[src/rtl/run_host.sv]
// Host-side sequencer: streams operands into data memory, parks/releases the
// processor, watches for completion or timeout, then streams results back out.
module run_host #(
  parameter logic [7:0]  LOAD_BASE = 8'h00,
  parameter int          LOAD_LEN  = 4,
  parameter logic [7:0]  RES_BASE  = 8'h40,
  parameter int          RES_LEN   = 2,
  parameter logic [15:0] TIMEOUT   = 16'd1000
) (
  input  logic        clk,
  input  logic        reset,
  input  logic        start,
  input  logic        in_valid,
  input  logic [7:0]  in_data,
  output logic        in_ready,
  output logic        dm_wr_en,
  output logic [7:0]  dm_addr,
  output logic [7:0]  dm_wr_data,
  input  logic [7:0]  dm_rd_data,
  output logic        cpu_init,
  input  logic        cpu_done,
  output logic        out_valid,
  output logic [7:0]  out_data,
  input  logic        out_ready,
  output logic        busy,
  output logic        run_ok,
  output logic        timeout_err,
  output logic [15:0] cycle_count
);

  typedef enum logic [2:0] {IDLE, LOAD, INIT, RUN, DRAIN, FIN, ERR} state_t;

  localparam logic [7:0]  LOAD_LAST = 8'(LOAD_LEN - 1);
  localparam logic [7:0]  RES_LAST  = 8'(RES_LEN - 1);
  localparam logic [15:0] TO_LAST   = TIMEOUT - 16'd1;

  state_t      state, state_nxt;
  logic [7:0]  idx, idx_nxt;
  logic [15:0] cnt_nxt;
  logic        ok_nxt, to_nxt;

  always_ff @(posedge clk) begin
    if (reset) begin
      state       <= IDLE;
      idx         <= 8'd0;
      cycle_count <= 16'd0;
      run_ok      <= 1'b0;
      timeout_err <= 1'b0;
    end else begin
      state       <= state_nxt;
      idx         <= idx_nxt;
      cycle_count <= cnt_nxt;
      run_ok      <= ok_nxt;
      timeout_err <= to_nxt;
    end
  end

  always_comb begin
    state_nxt  = state;
    idx_nxt    = idx;
    cnt_nxt    = cycle_count;
    ok_nxt     = run_ok;
    to_nxt     = timeout_err;
    in_ready   = 1'b0;
    dm_wr_en   = 1'b0;
    dm_addr    = 8'h00;
    dm_wr_data = 8'h00;
    out_valid  = 1'b0;
    out_data   = 8'h00;
    cpu_init   = 1'b1;
    busy       = (state != IDLE);
    case (state)
      IDLE: if (start) begin
        ok_nxt    = 1'b0;
        to_nxt    = 1'b0;
        cnt_nxt   = 16'd0;
        idx_nxt   = 8'd0;
        state_nxt = (LOAD_LEN > 0) ? LOAD : INIT;
      end
      LOAD: begin
        in_ready = 1'b1;
        dm_addr  = LOAD_BASE + idx;
        if (in_valid) begin
          dm_wr_en   = 1'b1;
          dm_wr_data = in_data;
          if (idx == LOAD_LAST) begin
            idx_nxt   = 8'd0;
            state_nxt = INIT;
          end else begin
            idx_nxt = idx + 8'd1;
          end
        end
      end
      // idx doubles as the two-cycle init hold counter
      INIT: begin
        if (idx == 8'd1) begin
          idx_nxt   = 8'd0;
          state_nxt = RUN;
        end else begin
          idx_nxt = idx + 8'd1;
        end
      end
      RUN: begin
        cpu_init = 1'b0;
        if (cycle_count != 16'hFFFF) cnt_nxt = cycle_count + 16'd1;
        if (cpu_done)                    state_nxt = DRAIN;
        else if (cycle_count == TO_LAST) state_nxt = ERR;
      end
      DRAIN: begin
        dm_addr   = RES_BASE + idx;
        out_valid = 1'b1;
        out_data  = dm_rd_data;
        if (out_ready) begin
          if (idx == RES_LAST) begin
            idx_nxt   = 8'd0;
            state_nxt = FIN;
          end else begin
            idx_nxt = idx + 8'd1;
          end
        end
      end
      FIN: begin
        ok_nxt    = 1'b1;
        state_nxt = IDLE;
      end
      ERR: begin
        to_nxt    = 1'b1;
        state_nxt = IDLE;
      end
      default: state_nxt = IDLE;
    endcase
    // reset kills any write or transfer in the cycle it is asserted
    if (reset) begin
      in_ready   = 1'b0;
      dm_wr_en   = 1'b0;
      dm_addr    = 8'h00;
      dm_wr_data = 8'h00;
      out_valid  = 1'b0;
      out_data   = 8'h00;
      cpu_init   = 1'b1;
      busy       = 1'b0;
    end
  end

endmodule
[config.mk]
export PLATFORM = sky130hd
export DESIGN_NAME = run_host
export DESIGN_NICKNAME = d
export VERILOG_FILES = /design/src/rtl/run_host.sv
export SDC_FILE = /design/constraint.sdc
export NUM_CORES = 1
export LEC_CHECK = 0
export CAP_MARGIN = 40
export CORE_UTILIZATION = 49
export DETAILED_ROUTE_END_ITERATION = 10
export GPL_ROUTABILITY_DRIVEN = 0
export PLACE_DENSITY = 0.82
export SLEW_MARGIN = 15
export SYNTH_ARGS = -nofsm -noshare
export SYNTH_HDL_FRONTEND = slang
export SYNTH_SLANG_ARGS = --single-unit
[constraint.sdc]
create_clock -name clk -period 5.3 [get_ports clk]
set_clock_uncertainty 0.2 [all_clocks]
set_input_delay 1.325 -clock clk [delete_from_list [all_inputs] [get_ports clk]]
set_output_delay 1.325 -clock clk [all_outputs]
set_load 0.01 [all_outputs]
==> flow_summary_export.csv, run 1 <==
group,metric,value,unit
grt,grt_usage,0.254,
placement,place_ws,0.555,ns
finish,drive_gt1_frac,0.0714,
worst_setup_path,slowest_stage,"clkdlybuf4s50_1",
route,via_count,2060,
floorplan,row_count,22,
timing,setup_ws,0.531,ns
worst_setup_path,worstSetupStartpointType,"input pin",
route,drc_errors,0,
logic_synthesis,synth_ff_type,"dfxtp_1",
finish,num-fill-cells,318,
worst_setup_path,cp.required,3.77,ns
logic_synthesis,yosys_register_bits,29,
power,vdd_drop_max,0.000140,V
floorplan,core_region_area,3740,sq um
clock_tree,cts_tree,"done",
finish,final_common_cell,"clkdlybuf4s50_1",
logic_synthesis,yosysWarnings,0,
timing,max_clock_freq,0.210,GHz
grt,grt_pass1_wl,8.31,mm
placement,place_hpwl,3.70,mm
clock_tree,ctsHoldBuffers,0,
route,viasPerCell,5.79,
clock_tree,cts_setup_buffers,0,
power,p_leak,0.981,nW
route,wl_per_cell,14.4,um
logic_synthesis,syn_nets,267,
worst_setup_path,crit_arrival,3.24,ns
placement,placed_cells,348,
clock_tree,cts_resized,0,
worst_setup_path,critPathMaxStageDelay,0.71,ns
timing,min_period,4.77,ns
clock_tree,htreeDepth,2,
floorplan,dieArea,4220,sq um
timing,setup_tns,0,ns
finish,fin_area,2750,sq um
clock_tree,cts_buffers,5,
finish,final_util,0.734,
worst_setup_path,critPathCaptureType,"primary output",
finish,fin_cells,356,
logic_synthesis,syn_inst,241,
job,drv_cap,0,
clock_tree,cts_sinks,29,
timing,worst_slew_pin_slew,0.700,ns
logic_synthesis,syn_avg_cell_area,8.06,sq um
timing,finalSetupViolCount,0,
placement,port_buffers,68,
worst_setup_path,critPathMaxFanout,12,
worst_setup_path,critical_path_class,"in2out",
logic_synthesis,synth.yosys.seq_area_share,0.299,
logic_synthesis,synthesis.area,1940,sq um
timing,slew_headroom,0.530,
placement,placed_area,2650,sq um
grt,grt_max_degree,19,
finish,final_cell_mix,"clkdlybuf4s50_1 (68), nor2_1 (29), dfxtp_1 (29)",
logic_synthesis,synth-edff-count,0,
route,drt-total-wl,5.12,mm
floorplan,start_util,0.519,
status,status,"completed",
worst_setup_path,cp_top_family,"buffers and inverters",
clock_tree,clockBufferDepth,2,
floorplan,die_w,65.0,um
route,first_pass_iters,4,
clock_tree,root_buffer,"clkbuf_8",
worst_setup_path,crit_chain,"clkdlybuf4s50_1, buf_4, nor2_1, buf_4, inv_1, clkdlybuf4s50_1",
grt,antenna_found_initial,0,
clock_tree,path_clk_slew,0.06,ns
power,power_density,265,nW/um^2
finish,syn2layout_area_growth,41.4,%
worst_setup_path,ff2ff_setup_slack,2.51,ns
grt,overflow,0,
grt,grt_pass1_vias,1841,
floorplan,io_pins,69,
route,drtIter0Drc,132,
worst_setup_path,path_buf_inv,5,
timing,final-max-slew-violation-count,0,
route,drtAntennaViolNets,0,
logic_synthesis,ys_types,50,
finish,layout.nets,333,
logic_synthesis,synth_async_sr_flop_share,0,
floorplan,die_y,65.0,um
finish,antenna-diode-count,0,
timing,min_period_over_period,0.900,
timing,rsz0062_at_grt,"no",
timing,hold_violations,0,
clock_tree,clock_latency,0.29,ns
worst_hold_path,hp-class,"reg2reg",
## tightest hold or removal path, cell delays in order, from the launching register on
cell     delay (ns)
dfxtp_1        0.32
a21oi_1        0.12
nor3_1         0.05
## layer usage
metal	vias to the layer above	wire length, um	track usage
met2	83	2510	0.449
li1	1021	-	-
met5	-	0	0
met3	8	432	0.0651
met1	948	2100	0.289
met4	0	76	0.0944
## cell type report
type	instances	area, sq um	share of cell area
clock inverters	1	5.00	0.00182
clock buffers	7	96.3	0.0351
flip-flops and latches	29	581	0.211
multi-input cells	190	1260	0.459
inverters	9	33.8	0.0123
repair buffers	72	711	0.259
well taps	48	60.1	0.0219
## synth_stat cells, drive strengths merged, types with 2 or more instances
| library cell | count | share of area |
|---|---|---|
| nand2b | 2 | 0.0064 |
| and3 | 12 | 0.039 |
| a41oi | 3 | 0.014 |
| inv | 9 | 0.017 |
| o211ai | 2 | 0.013 |
| clkbuf | 8 | 0.015 |
| nor2b | 2 | 0.0064 |
| xnor2 | 4 | 0.018 |
| nand3b | 5 | 0.019 |
| a22o | 2 | 0.0090 |
| nor3 | 9 | 0.023 |
| a221o | 2 | 0.010 |
| nor4 | 4 | 0.024 |
| nand2 | 13 | 0.025 |
| nand3 | 13 | 0.036 |
| a21oi | 15 | 0.039 |
| xor2 | 5 | 0.023 |
| a31oi | 7 | 0.053 |
| nand4 | 5 | 0.016 |
| o2111ai | 4 | 0.018 |
| buf | 5 | 0.019 |
| and2 | 17 | 0.055 |
| ha | 4 | 0.026 |
| o31ai | 2 | 0.0077 |
| or3 | 2 | 0.0064 |
| dfxtp | 29 | 0.30 |
| nor2 | 29 | 0.056 |
| o21ai | 7 | 0.018 |
| o21a | 2 | 0.0077 |
| a211oi | 2 | 0.0077 |
| o21bai | 2 | 0.0077 |
## path summary, 6_finish.rpt
kind                  start         endpoint  cells past startpoint
max                   reset         cpu_init                      6
min                  run_ok           run_ok                      2
min reg2reg          run_ok           run_ok                      2
max reg2reg  cycle_count[0]  cycle_count[11]                      6
## stage by stage
step | hold WS [ns] | total power, mW
2_1_floorplan | 0.292 | 0.444
3_3_place_gp | 0.315 | 0.519
3_5_place_dp | 0.317 | 0.523
4_1_cts | 0.331 | 0.728
5_1_grt | 0.349 | 0.772
6_report | 0.337 | 0.727
## where the power goes
| group | internal (mW) | switching (mW) | leakage, nW | total, mW |
|---|---|---|---|---|
| sequential | 0.233 | 0.0401 | 0.234 | 0.273 |
| combinational | 0.111 | 0.138 | 0.692 | 0.249 |
| clock | 0.117 | 0.0877 | 0.0542 | 0.205 |
## sequential cells by signal (all words and copies together) (netlist names)
| name | count |
|---|---|
| cycle_count | 16 |
| idx | 8 |
| state | 3 |
| run_ok | 1 |
| timeout_err | 1 |
## cell families (layout without fill, tap and decap cells)
group,after synthesis,in the layout,share of synthesized area
adder cells (fa/ha/maj),4,4,0.0258
AND/OR/NAND/NOR,119,119,0.339
multiplexers,1,1,0.00515
flip-flops,29,29,0.299
AO/OA/AOI/OAI,57,57,0.238
buffers and inverters,22,89,0.0522
XOR/XNOR,9,9,0.0406
Power figures use the tool's default switching activity.
==> inputs of run 2 (changes only) <==
--- a/config.mk
+++ b/config.mk
@@ -6,7 +6,10 @@
 export NUM_CORES = 1
 export LEC_CHECK = 0
 export CAP_MARGIN = 40
-export CORE_UTILIZATION = 49
+export CELL_PAD_IN_SITES_DETAIL_PLACEMENT = 1
+export CELL_PAD_IN_SITES_GLOBAL_PLACEMENT = 1
+export CORE_UTILIZATION = 35
+export CTS_BUF_LIST = sky130_fd_sc_hd__clkbuf_8 sky130_fd_sc_hd__clkbuf_16
 export DETAILED_ROUTE_END_ITERATION = 10
 export GPL_ROUTABILITY_DRIVEN = 0
 export PLACE_DENSITY = 0.82
==> run 2 against run 1 <==
Flip-flop and latch count unchanged. Total power is 3.1% lower. Largest power group unchanged. Maximum frequency rose by 2.0%. Die area rose by 39%. Cell area rose by 0.50%. Global-route usage down 3.7 points. Critical endpoint is now out_data[7].
==> flow_summary_export.csv, run 2 (synthesis results as in run 1) <==
group,metric,value,unit
timing,final-max-slew-violation-count,0,
route,wl_per_cell,15.9,um
worst_hold_path,hold_start,"cycle_count[1]",
power,switching_power,0.272,mW
placement,port_buffers,68,
finish,antenna-diode-count,0,
grt,grt_max_degree,19,
clock_tree,root_buffer,"clkbuf_8",
worst_setup_path,critPathMaxFanout,11,
power,vdd_drop_max,0.000116,V
route,drtAntennaViolNets,0,
route,drtIter0Drc,104,
worst_setup_path,cp_top_family,"buffers and inverters",
worst_setup_path,critPathCaptureType,"primary output",
finish,final_common_cell,"clkdlybuf4s50_1",
finish,fin_area,2760,sq um
grt,grt_usage,0.217,
clock_tree,htreeDepth,2,
finish,final_cell_mix,"clkdlybuf4s50_1 (68), nor2_1 (29), dfxtp_1 (29)",
finish,num-fill-cells,645,
worst_setup_path,slowest_stage,"clkdlybuf4s50_1",
clock_tree,clockBufferDepth,2,
placement,placed_area,2680,sq um
clock_tree,clock_latency,0.29,ns
power,internal_power,0.432,mW
floorplan,row_count,26,
floorplan,die_w,76.5,um
finish,reg_top3,"cycle_count x16, idx x8, state x3",
floorplan,core_region_area,5240,sq um
worst_setup_path,regToRegEndpoint,"cycle_count[10]",
clock_tree,cts_tree,"done",
power,totalPowerFinal,0.705,mW
timing,min_period,4.67,ns
worst_setup_path,cp_common_cell,"clkdlybuf4s50_1",
power,pwr-share-comb,0.359,
worst_setup_path,cp.required,3.77,ns
clock_tree,cts_buffers,5,
power,p_clk_frac,0.249,
power,seq_power_share,0.392,
worst_hold_path,whs_endpoint,"cycle_count[1]",
job,drv_cap,0,
clock_tree,cts_resized,0,
worst_setup_path,crit_chain,"clkdlybuf4s50_1, nor4b_1, buf_4, and2_1, clkdlybuf4s50_1",
floorplan,start_util,0.371,
timing,hold_violations,0,
route,first_pass_iters,4,
worst_setup_path,setup.worst_path.start,"reset",
worst_setup_path,ff2ff_setup_slack,2.52,ns
clock_tree,cts_setup_buffers,0,
clock_tree,cts_sinks,29,
timing,rsz0062_at_grt,"no",
finish,drive_gt1_frac,0.0647,
worst_hold_path,hp-class,"reg2reg",
worst_setup_path,crit_arrival,3.15,ns
route,viasPerCell,5.50,
finish,regMostFlops,"cycle_count",
route,via_count,2083,
grt,antenna_found_initial,0,
finish,fin_cells,379,
grt,overflow,0,
worst_setup_path,critical_path_class,"in2out",
finish,syn2layout_area_growth,42.1,%
timing,min_period_over_period,0.882,
route,drc_errors,0,
timing,setup_tns,0,ns
grt,grt_pass1_wl,10.2,mm
timing,worst_slew_pin_slew,0.770,ns
clock_tree,path_clk_slew,0.06,ns
placement,placed_cells,371,
floorplan,io_pins,69,
clock_tree,ctsHoldBuffers,0,
worst_setup_path,worstSetupStartpointType,"input pin",
worst_setup_path,critPathMaxStageDelay,0.60,ns
status,status,"completed",
placement,place_hpwl,4.46,mm
finish,layout.nets,334,
power,power_density,255,nW/um^2
worst_setup_path,worstReg2RegStart,"cycle_count[0]",
floorplan,die_y,76.5,um
floorplan,dieArea,5850,sq um
worst_hold_path,holdPathStages,2,
route,drt-total-wl,6.04,mm
timing,finalSetupViolCount,0,
worst_setup_path,rr_worst_depth,6,
finish,largest_register_ffs,16,
power,swShare,0.386,
power,p_leak,0.983,nW
grt,grt_pass1_vias,2073,
worst_setup_path,path_buf_inv,3,
timing,slew_headroom,0.483,
timing,max_clock_freq,0.214,GHz
run 2: per-stage QoR:
stage	util	hold WS (ns)	setup WS (ns)
floorplan	-	0.292	1.48
global placement	0.512	0.315	0.664
detailed placement	0.512	0.333	0.613
CTS	0.527	0.345	0.606
global route	0.527	0.361	0.480
finish	0.527	0.337	0.625
run 2: how the worst max path moves through the flow:
stage	end	slack, ns	cells after the start
after floorplan	out_data[0]	1.48	4
after global placement	dm_addr[0]	0.66	4
after detailed placement	dm_addr[0]	0.61	4
after CTS	dm_addr[0]	0.61	4
after global routing	out_data[7]	0.48	5
final	out_data[7]	0.63	5
run 2: worst register-to-register path, cell delays in order (launching register included):
cell	delay (ns)
dfxtp_1	0.42
ha_1	0.27
nand3_2	0.19
nor4_4	0.56
a31oi_4	0.24
a221o_1	0.60
a21oi_1	0.24
run 2: power by group through the flow:
stage,Combinational [mW],Sequential [mW],Clock (mW)
after CTS,0.254,0.275,0.179
after global routing,0.280,0.281,0.187
final,0.253,0.276,0.175
after floorplan,0.191,0.253,0
after detailed placement,0.252,0.280,0
after global placement,0.246,0.278,0
run 2: area by class of cell:
class,instances,area [sq um],share of cell area
Clock buffer,5,68.8,0.0249
Clock inverter,3,11.3,0.00408
Sequential cell,29,581,0.210
Timing Repair Buffer,73,718,0.260
Multi-Input combinational cell,190,1260,0.456
Inverter,9,33.8,0.0122
Tap cell,70,87.6,0.0317
run 2: layer usage:
metal | up-vias | part of all wire | GRT usage
li1 | 1016 | - | -
met1 | 994 | 0.44 | 0.258
met2 | 59 | 0.49 | 0.369
met3 | 14 | 0.046 | 0.0503
met4 | 0 | 0.021 | 0.0942
met5 | - | 0 | 0
==> inputs of run 3 (changes only) <==
--- a/config.mk
+++ b/config.mk
@@ -13,6 +13,7 @@
 export DETAILED_ROUTE_END_ITERATION = 10
 export GPL_ROUTABILITY_DRIVEN = 0
 export PLACE_DENSITY = 0.82
+export SKIP_LAST_GASP = 1
 export SLEW_MARGIN = 15
 export SYNTH_ARGS = -nofsm -noshare
 export SYNTH_HDL_FRONTEND = slang
==> results of run 3 <==
The final DEF is identical to that of run 2; final timing and power are the same.
